==> src/rtl/qpu_itcm_arbiter.sv <==
// qpu_itcm_arbiter
// ----------------
// Shares the single ITCM ICB slave port between the IFU fetch master
// (read-only) and the external program-loader/debug master (read/write).
// Only one transaction is in flight at a time. Arbitration is round-robin.
// The loader can raise ext_lock so that no new IFU grants are made while it
// writes a program image into ITCM.
//
// Ports:
//   clk, rst              core clock, asynchronous active-high reset
//   ifu_cmd_* / ifu_rsp_* IFU fetch port (read-only ICB master side)
//   ext_cmd_* / ext_rsp_* loader port (read/write ICB master side)
//   ext_lock              blocks new IFU grants (sampled only when idle)
//   itcm_cmd_* / itcm_rsp_* ICB link to the ITCM controller
//   arb_busy              a transaction is being arbitrated/issued/answered
//   grant_ext             current or last owner: 1 = loader, 0 = IFU
module qpu_itcm_arbiter #(
    parameter int AW = 16,
    parameter int DW = 64,
    parameter int MW = 8
) (
    input  logic          clk,
    input  logic          rst,

    input  logic          ifu_cmd_valid,
    output logic          ifu_cmd_ready,
    input  logic [AW-1:0] ifu_cmd_addr,
    output logic          ifu_rsp_valid,
    input  logic          ifu_rsp_ready,
    output logic [DW-1:0] ifu_rsp_rdata,

    input  logic          ext_cmd_valid,
    output logic          ext_cmd_ready,
    input  logic [AW-1:0] ext_cmd_addr,
    input  logic          ext_cmd_read,
    input  logic [DW-1:0] ext_cmd_wdata,
    input  logic [MW-1:0] ext_cmd_wmask,
    output logic          ext_rsp_valid,
    input  logic          ext_rsp_ready,
    output logic [DW-1:0] ext_rsp_rdata,

    input  logic          ext_lock,

    output logic          itcm_cmd_valid,
    input  logic          itcm_cmd_ready,
    output logic [AW-1:0] itcm_cmd_addr,
    output logic          itcm_cmd_read,
    output logic [DW-1:0] itcm_cmd_wdata,
    output logic [MW-1:0] itcm_cmd_wmask,
    input  logic          itcm_rsp_valid,
    output logic          itcm_rsp_ready,
    input  logic [DW-1:0] itcm_rsp_rdata,

    output logic          arb_busy,
    output logic          grant_ext
);

    localparam logic [1:0] IDLE = 2'd0;
    localparam logic [1:0] CMD  = 2'd1;
    localparam logic [1:0] RSP  = 2'd2;

    logic [1:0] state;
    logic       ifu_elig;
    logic       ext_elig;
    logic       pick_ext;
    logic       in_cmd;
    logic       in_rsp;

    // ext_lock only masks the IFU at arbitration time; an IFU transaction
    // already past IDLE is allowed to finish.
    assign ifu_elig = ifu_cmd_valid && !ext_lock;
    assign ext_elig = ext_cmd_valid;

    // On a tie the master that did not own the port last time wins.
    assign pick_ext = ext_elig && (!ifu_elig || !grant_ext);

    always_ff @(posedge clk or posedge rst) begin
        if (rst) begin
            state     <= IDLE;
            grant_ext <= 1'b1;
        end else begin
            case (state)
                IDLE: begin
                    if (ifu_elig || ext_elig) begin
                        grant_ext <= pick_ext;
                        state     <= CMD;
                    end
                end
                CMD: begin
                    if (itcm_cmd_ready) begin
                        state <= RSP;
                    end
                end
                RSP: begin
                    if (itcm_rsp_valid && itcm_rsp_ready) begin
                        state <= IDLE;
                    end
                end
                default: state <= IDLE;
            endcase
        end
    end

    assign in_cmd   = (state == CMD);
    assign in_rsp   = (state == RSP);
    assign arb_busy = (state != IDLE);

    // Command path: payload is forwarded only while issuing, zero otherwise.
    // IFU fetches are always full-width reads.
    assign itcm_cmd_valid = in_cmd;
    assign itcm_cmd_addr  = !in_cmd ? '0 : (grant_ext ? ext_cmd_addr : ifu_cmd_addr);
    assign itcm_cmd_read  = in_cmd && (grant_ext ? ext_cmd_read : 1'b1);
    assign itcm_cmd_wdata = (in_cmd && grant_ext) ? ext_cmd_wdata : '0;
    assign itcm_cmd_wmask = !in_cmd ? '0 : (grant_ext ? ext_cmd_wmask : {MW{1'b1}});

    assign ifu_cmd_ready  = in_cmd && !grant_ext && itcm_cmd_ready;
    assign ext_cmd_ready  = in_cmd &&  grant_ext && itcm_cmd_ready;

    // Response path: a response arriving outside RSP is never acknowledged.
    assign itcm_rsp_ready = in_rsp && (grant_ext ? ext_rsp_ready : ifu_rsp_ready);

    assign ifu_rsp_valid  = in_rsp && !grant_ext && itcm_rsp_valid;
    assign ext_rsp_valid  = in_rsp &&  grant_ext && itcm_rsp_valid;
    assign ifu_rsp_rdata  = (in_rsp && !grant_ext) ? itcm_rsp_rdata : '0;
    assign ext_rsp_rdata  = (in_rsp &&  grant_ext) ? itcm_rsp_rdata : '0;

endmodule

==> config.mk <==
export PLATFORM = sky130hd
export DESIGN_NAME = qpu_itcm_arbiter
export DESIGN_NICKNAME = d
export VERILOG_FILES = /design/src/rtl/qpu_itcm_arbiter.sv
export SDC_FILE = /design/constraint.sdc
export NUM_CORES = 1
export LEC_CHECK = 0
export ABC_AREA = 1
export BUFFER_PORTS_ARGS = -buffer_cell sky130_fd_sc_hd__clkbuf_2
export CORE_AREA = 2 2 156 158
export CTS_BUF_LIST = sky130_fd_sc_hd__clkbuf_4
export CTS_CLUSTER_SIZE = 24
export DETAILED_ROUTE_END_ITERATION = 16
export DIE_AREA = 0 0 158 160
export GPL_ROUTABILITY_DRIVEN = 0
export PLACE_DENSITY = 0.34
export SLEW_MARGIN = 20
export SYNTH_ARGS = -nofsm -noshare
export SYNTH_HDL_FRONTEND = slang
export SYNTH_SLANG_ARGS = --single-unit
==> constraint.sdc <==
create_clock -name clk -period 4.3 [get_ports clk]
set_clock_uncertainty 0.1 [all_clocks]
set_input_delay 1.075 -clock clk [delete_from_list [all_inputs] [get_ports clk]]
set_output_delay 1.075 -clock clk [all_outputs]
set_load 0.05 [all_outputs]
==> results, run 1 <==
- The flow ran to the end, and the final reports show no timing, DRC or antenna violations.
- The die width is 158 um.
- The startpoint identified for the worst register-to-register timing path is grant_ext.
- The remaining routing DRC violations is 0.
- The share of flip-flops with an asynchronous set or reset after synthesis is 100%.
- The starting DRC count in detailed routing is 106.
- The portion of total power attributed to combinational logic is 96.1%.
- The worst setup path is of the register to output port kind.
- CTS built an H-tree with a depth of 1.
- Of the total power, the clock network draws 1.9%.
- For this run, the register share of the synthesized area comes to 3.24%.
- Of the post-synthesis cell area, the dominant cell type holds 26.3%.
- The number of ports placed on the die boundary is 403.
- Setup repair after global routing left no endpoint under its margin.
- The remaining global-route overflow is 0.
- After floorplanning, the core was sized to cover 23,800 um2.
- The design draws 3.01 mW.
- The clock latency reported for the late side of the worst-skew pair is 0.23 ns.
- The instance count of the mapped netlist is 450.
- Detailed routing inserted a total of 3,791 vias.
- The die area is 25,300 um2.
- The floorplan has 57 rows.
- Summing all flip-flop and latch instances after layout gives 76.3 um2.
- The net switching power of the design is 2.38 mW.
- Across the VDD grid, the largest voltage drop is 0.000300 V.
- For the pin with the worst max-slew slack, the measured transition is 0.706 ns.
- The tree is rooted in a clkbuf_4.
- The maximum number of pins on one net before global-route repair is 66.
- For this configuration, the core starts out at a cell density of 9.87%.
- The most area-hungry cell type in the Yosys netlist is nor2_1.
- The maximum clock insertion buffer count is 2.
- Before antenna repair, the detailed router went through 5 iterations.
- The count of filler cells inserted in the layout is 2,865.
- After layout, the minimum clock period comes to 3.42 ns.
- The destination of the worst hold path is grant_ext.
- The peak clock frequency supported by timing is 292 MHz.
- The share of power burned in registers is 2.0%.
- The worst hold-check path type is register to register.
- The count of cells along the worst hold path is 5.
- nor2_1 is the most common cell in the netlist.
- The final antenna-violating net count is 0.
- Synthesis instantiated 21 different standard cells from the library.
- The number of buffers added by the clock tree synthesis step is 3.
- The quantity of hold-fixing buffers added after cts is 0.
- In this run the critical register-to-register path is captured at state[1].
- In this run the worst path has a maximum fanout of 48.
- Dividing total power by cell area gives a power density of 655 nW/um2.
- Clock-pin slew was measured on the worst setup and hold paths at 0.04 ns.
- The final-report hold violation count is 0.
- The area growth from synthesis to layout is 95.1%.
- The net count after synthesis is 628.
- The final critical path takes up 79.6% of the cycle.
- The first global-routing pass estimated 17.5 mm of wire.
- The CTS tree is built.
- The die boundary height is 160 um.
- For this design, the sink count on the clock tree is 3.
- Each instance of the synthesized netlist takes up on average 5.23 um2.
- STA classifies the critical path startpoint as a register.
- Net switching is 79.0% of the power.
- The initial antenna violation count is 1.
- The worst endpoint data arrival time is 2.25 ns.
- The setup check on the worst reg-to-reg path leaves a slack of 2.96 ns.
- The post-synth design cell area is 2350 um2.
- Measured in cells, the most critical reg-to-reg path has a length of 6.
- The commonest cells after synthesis are 165 x nor2_1, 134 x inv_1, 50 x nor2_4.
- The via-per-instance ratio is 3.27.
- The overall track demand over capacity in global routing is 8.85%.
- The total leakage power is 3.19 nW.
- In this run the most critical hold path is launched from state[1].
- The number of global-route vias before repair is 3,374.
- The post-CTS repair timing setup buffer count is 0.
- After synthesis, the cell types taking the most area are nor2_1 26%, nor2_4 24%, inv_1 21%.
- During placement, the flow inserted port buffers numbering 402.
- The max-cap check violation count is 0.
- The most common flop cell mapped by yosys is dfrtp_1.
- The count of pins over their slew limit is 0.
- After detailed routing, the average wire length per cell comes to 10.8 um.
- The overall routed net length is 12.5 mm.
- The internal portion of the total power is 631 uW.
- At the end of the flow, the number of nets in the layout was 1,013.
- Once detailed placement completed, the half-perimeter wirelength came to 11.0 mm.
- The post-cts repair resize count is 0.
- The synthesized design contains 0 enable-type register cells.
- The register bit total from synthesis is 3.
- The setup TNS is 0 ns.
- For the worst setup path, the data required time is 3.12 ns.
- Setup violations remaining at the end of the flow were counted as 0.
- The share of final-layout standard cells stronger than drive strength 1 is 56.4%.
- Measured against its own limit, the worst slew margin works out to 52.8%.
- The category of the worst setup path capture point is an output port.
- Summing all multi-input logic gate instances after layout gives 1500 um2.
- Yosys printed 0 warnings.
## cells in the final DEF (no fill, tap or decap), drive strengths merged
cell	count
a21oi	16
and2	1
buf	5
clkbuf	406
dfrtp	2
dfstp	1
diode	1
inv	137
nand2	45
nand3	2
nor2	216
nor3	1
o21ai	2
## how the worst max path moves through the flow
| stage | startpoint | to | cells after the start |
|---|---|---|---|
| finish | grant_ext | itcm_cmd_wdata[51] | 5 |
| global route | state[0] | ext_rsp_rdata[16] | 5 |
| CTS | grant_ext | itcm_cmd_wdata[45] | 5 |
| detailed placement | grant_ext | itcm_cmd_wdata[51] | 5 |
| global placement | grant_ext | itcm_cmd_wdata[51] | 5 |
| floorplan | itcm_cmd_ready | ifu_cmd_ready | 2 |
## area by class of cell
| type | instances | area share [%] |
|---|---|---|
| Antenna cell | 1 | 0.0545 |
| Multi-Input combinational cell | 283 | 32.6 |
| Timing Repair Buffer | 407 | 44.9 |
| Clock buffer | 4 | 0.654 |
| Tap cell | 324 | 8.84 |
| Sequential cell | 3 | 1.66 |
| Inverter | 137 | 11.2 |
## per-layer routing
| metal | track usage [%] | vias up | routed length, um |
|---|---|---|---|
| met5 | 0 | - | 0 |
| met4 | 2.17 | 0 | 127 |
| met3 | 1.25 | 8 | 979 |
| met2 | 18.6 | 203 | 6900 |
| met1 | 8.73 | 1602 | 4480 |
| li1 | - | 1978 | - |
## through the flow
stage | utilization [%] | worst slack (ns) | hold slack (ns) | instances | area, um2
2_1_floorplan | - | 0.941 | 0.473 | 450 | 2350
6_report | 19.3 | 0.878 | 0.540 | 1159 | 4590
3_3_place_gp | 19.1 | 1.12 | 0.552 | 1154 | 4560
4_1_cts | 19.3 | 0.853 | 0.556 | 1158 | 4590
3_5_place_dp | 19.1 | 1.10 | 0.551 | 1154 | 4560
5_1_grt | 19.3 | 0.743 | 0.597 | 1159 | 4590
## sequential cells by signal, indices dropped and copies added (netlist names)
| register | count |
|---|---|
| state | 2 |
| grant_ext | 1 |
## logic make-up (layout without fill, tap and decap cells)
family | Yosys count | in the layout | synth area share, %
compound gates | 18 | 18 | 3.83
buf+inv | 164 | 548 | 33.9
flops | 3 | 3 | 3.24
other cells | 0 | 1 | 0
simple gates | 265 | 265 | 59.0
## power groups by stage
stage                     clock (mW)  combinational, mW  sequential, mW
after detailed placement           0               2.92          0.0616
after floorplan                    0               2.39          0.0722
after CTS                     0.0588               2.93          0.0614
after global placement             0               2.95          0.0610
final                         0.0558               2.89          0.0612
after global routing          0.0625               3.05          0.0635
## worst max-delay path, cell delays in order (launching register included)
cell and delay, ns:
dfstp_2 0.59, buf_4 0.27, nand2_8 0.37, buf_12 0.36, nor2_4 0.09, clkbuf_2 0.28
Power figures use the tool's default switching activity.
==> run 2, diff against run 1 <==
--- a/config.mk
+++ b/config.mk
@@ -13,7 +13,7 @@
 export DETAILED_ROUTE_END_ITERATION = 16
 export DIE_AREA = 0 0 158 160
 export GPL_ROUTABILITY_DRIVEN = 0
-export PLACE_DENSITY = 0.34
+export PLACE_DENSITY = 0.35
 export SLEW_MARGIN = 20
 export SYNTH_ARGS = -nofsm -noshare
 export SYNTH_HDL_FRONTEND = slang
==> constraint.sdc (replaced) <==
create_clock -name clk -period 3.1 [get_ports clk]
set_clock_uncertainty 0.1 [all_clocks]
set_input_delay 0.775 -clock clk [delete_from_list [all_inputs] [get_ports clk]]
set_output_delay 0.775 -clock clk [all_outputs]
set_load 0.05 [all_outputs]
==> results, run 2 (same netlist as run 1, synthesis figures left out) <==
- The detailed placer's ending HPWL came to 10.8 mm (was 11.0 mm).
- The starting DRC count in detailed routing is 109 (was 106).
- The die boundary height came to 160 um (unchanged).
- The maximum number of pins on one net before global-route repair is 66 (unchanged).
- The clock slew at the register clock pins of the worst setup and hold paths is 0.03 ns (was 0.04 ns).
- The number of ports placed on the die boundary is 403 (unchanged).
- The count of pins over their slew limit came to 0 (unchanged).
- The number of buffers added by the clock tree synthesis step is 3 (unchanged).
- The post-route worst setup slack is 0.216 ns (was 0.878 ns).
- The max-cap check violation count came to 0 (unchanged).
- The data required time at the worst endpoint came to 2.22 ns (was 3.12 ns).
- The final worst hold slack was 0.309 ns (was 0.540 ns).
- Status: complete, no violations (unchanged).
- The number of rows created at floorplan was 57 (unchanged).
- The number of flip-flops in the largest register was 2 (unchanged).
- The category of the worst setup path capture point is an output port (unchanged).
- The die width is 158 um (unchanged).
- The quantity of hold-fixing buffers added after cts is 0 (unchanged).
- Setup repair after global routing missed its margin: no (unchanged).
- The initial antenna violation count is 1 (unchanged).
- The layout overhead on the synthesized area is 98.0% (was 95.1%).
- The global-route met2 utilization is 18.0% (was 18.6%).
- The post-layout utilization of the core is 19.6% (was 19.3%).
- The TritonCTS sink count was 3 (unchanged).
- The clock latency reported for the late side of the worst-skew pair came to 0.23 ns (about the same).
- The final antenna-violating net count is 0 (unchanged).
- The first-pass GRT wire length is 17.2 mm (was 17.5 mm).
- The net count reported at finish is 1,019 (was 1,013).
- The total of buffers placed on input and output ports is 402 (unchanged).
- The number of global-route vias before repair was 3,350 (was 3,374).
- The area of the core is 23,800 um2 (unchanged).
- The register ranked first by flip-flop count is state (unchanged).
- The cell at the root of the clock tree was clkbuf_4 (unchanged).
- The remaining routing DRC violations is 0 (unchanged).
- The overall track demand over capacity in global routing was 8.60% (was 8.85%).
- The post-CTS repair timing setup buffer count came to 0 (unchanged).
- The final-report hold violation count came to 0 (unchanged).
- The maximum net fanout on the critical path is 22 (was 48).
- The H-tree depth was 1 (unchanged).
- The count of filler cells inserted in the layout is 2,850 (was 2,865).
- The worst-case setup slack after placement is 0.433 ns (was 1.10 ns).
- The post-detailed-route wirelength per cell is 10.4 um (was 10.8 um).
- The effective utilization at floorplan was 9.87% (unchanged).
- The transition at the pin with the smallest max-transition slack came to 0.697 ns (was 0.706 ns).
- The most frequent standard cell in the layout excluding fill and tap cells was clkbuf_2 (unchanged).
- The CTS tree was built (unchanged).
- The tightest slew margin relative to the limit is 53.6% (was 52.8%).
- The post-cts repair resize count was 0 (unchanged).
- The critical path class is register to output port (unchanged).
- The routing usage on met1 was 8.50% (was 8.73%).
- The peak clock frequency supported by timing is 347 MHz.
- The worst hold-check path type is input port to async pin (was register to register).
- The power per unit of standard cell area is 903 nW/um2 (was 655 nW/um2).
- The total leakage power is 3.23 nW (was 3.19 nW).
- The worst supply voltage drop on vdd was 0.000443 V (was 0.000300 V).
- The ratio of final minimum period to clock period is 93.0%.
- The setup TNS is 0 ns (unchanged).
- Most frequent cells in the layout: 402 x clkbuf_2, 165 x nor2_1, 134 x inv_1, 50 x nor2_4, 41 x nand2_1 (unchanged).
- The count of endpoints failing setup in the final report came to 0 (unchanged).
- The via count is 3,778 (was 3,791).
- Largest registers: state: 2 flops, grant_ext: 1 flops (unchanged).
- The share of final-layout standard cells stronger than drive strength 1 is 56.7% (was 56.4%).
- The via-per-instance ratio was 3.24 (was 3.27).
- The overall routed net length is 12.1 mm (was 12.5 mm).
- The worst endpoint data arrival time came to 2.01 ns (was 2.25 ns).
- The die area came to 25,300 um2 (unchanged).
- The remaining global-route overflow came to 0 (unchanged).
- The met3 demand-to-capacity share in global routing is 1.17% (was 1.25%).
- Counting I/O delays and the setup requirement, the final critical path takes 2.88 ns.
- The number of search-and-repair iterations in the first detailed-routing pass came to 4 (was 5).
- The maximum clock insertion buffer count is 2 (unchanged).
- The startpoint class of the critical path is a register (unchanged).
- The most used routing layer in global routing is met2 (unchanged).
-- run 2: cell types whose count changed in the layout (fill, tap and decap cells not counted), sizes merged --
cell / delta
buf: +6
-- run 2: where the power goes --
group	internal [mW]	leakage, nW	switching [mW]
logic	0.790	3.18	3.24
clock network	0.0569	0.0184	0.0189
registers	0.0620	0.0356	0.0392
-- run 2: cell type report --
| class | instances | area, um2 | share of cell area [%] |
|---|---|---|---|
| clock buffers | 4 | 30.0 | 0.645 |
| well taps | 324 | 405 | 8.70 |
| inverters | 137 | 514 | 11.0 |
| flip-flops and latches | 3 | 76.3 | 1.64 |
| multi-input cells | 283 | 1500 | 32.2 |
| diodes | 1 | 2.50 | 0.0537 |
| repair buffers | 413 | 2130 | 45.8 |
-- run 2: path summary, 6_finish.rpt --
path                       startpoint           endpoint  slack (ns)  cells past startpoint
setup / recovery            grant_ext  ifu_rsp_rdata[33]        0.22                      5
hold / removal                    rst           state[1]        0.31                      2
setup reg to reg            grant_ext           state[1]        1.58                      7
hold reg to reg              state[1]          grant_ext        0.54                      5
max in group asynchronous         rst          grant_ext        2.37                      2
min in group clk             state[1]          grant_ext        0.54                      5
-- run 2: critical path, stage by stage (launching register included) --
cell      delay [ns]
dfstp_2         0.71
inv_2           0.07
nand2_2         0.44
buf_4           0.25
nor2_1          0.05
clkbuf_2        0.23
-- run 2: metal layers --
layer	vias to the layer above	part of all wire [%]
li1	1992	-
met1	1566	35
met2	208	55
met3	12	8.4
met4	0	1.4
met5	-	0
-- run 2: per-stage QoR --
step,power [mW],instances,instance area (um2)
floorplan,3.42,450,2350
global placement,4.21,1160,4630
detailed placement,4.18,1160,4630
CTS,4.27,1164,4660
global route,4.45,1165,4660
finish,4.21,1165,4660
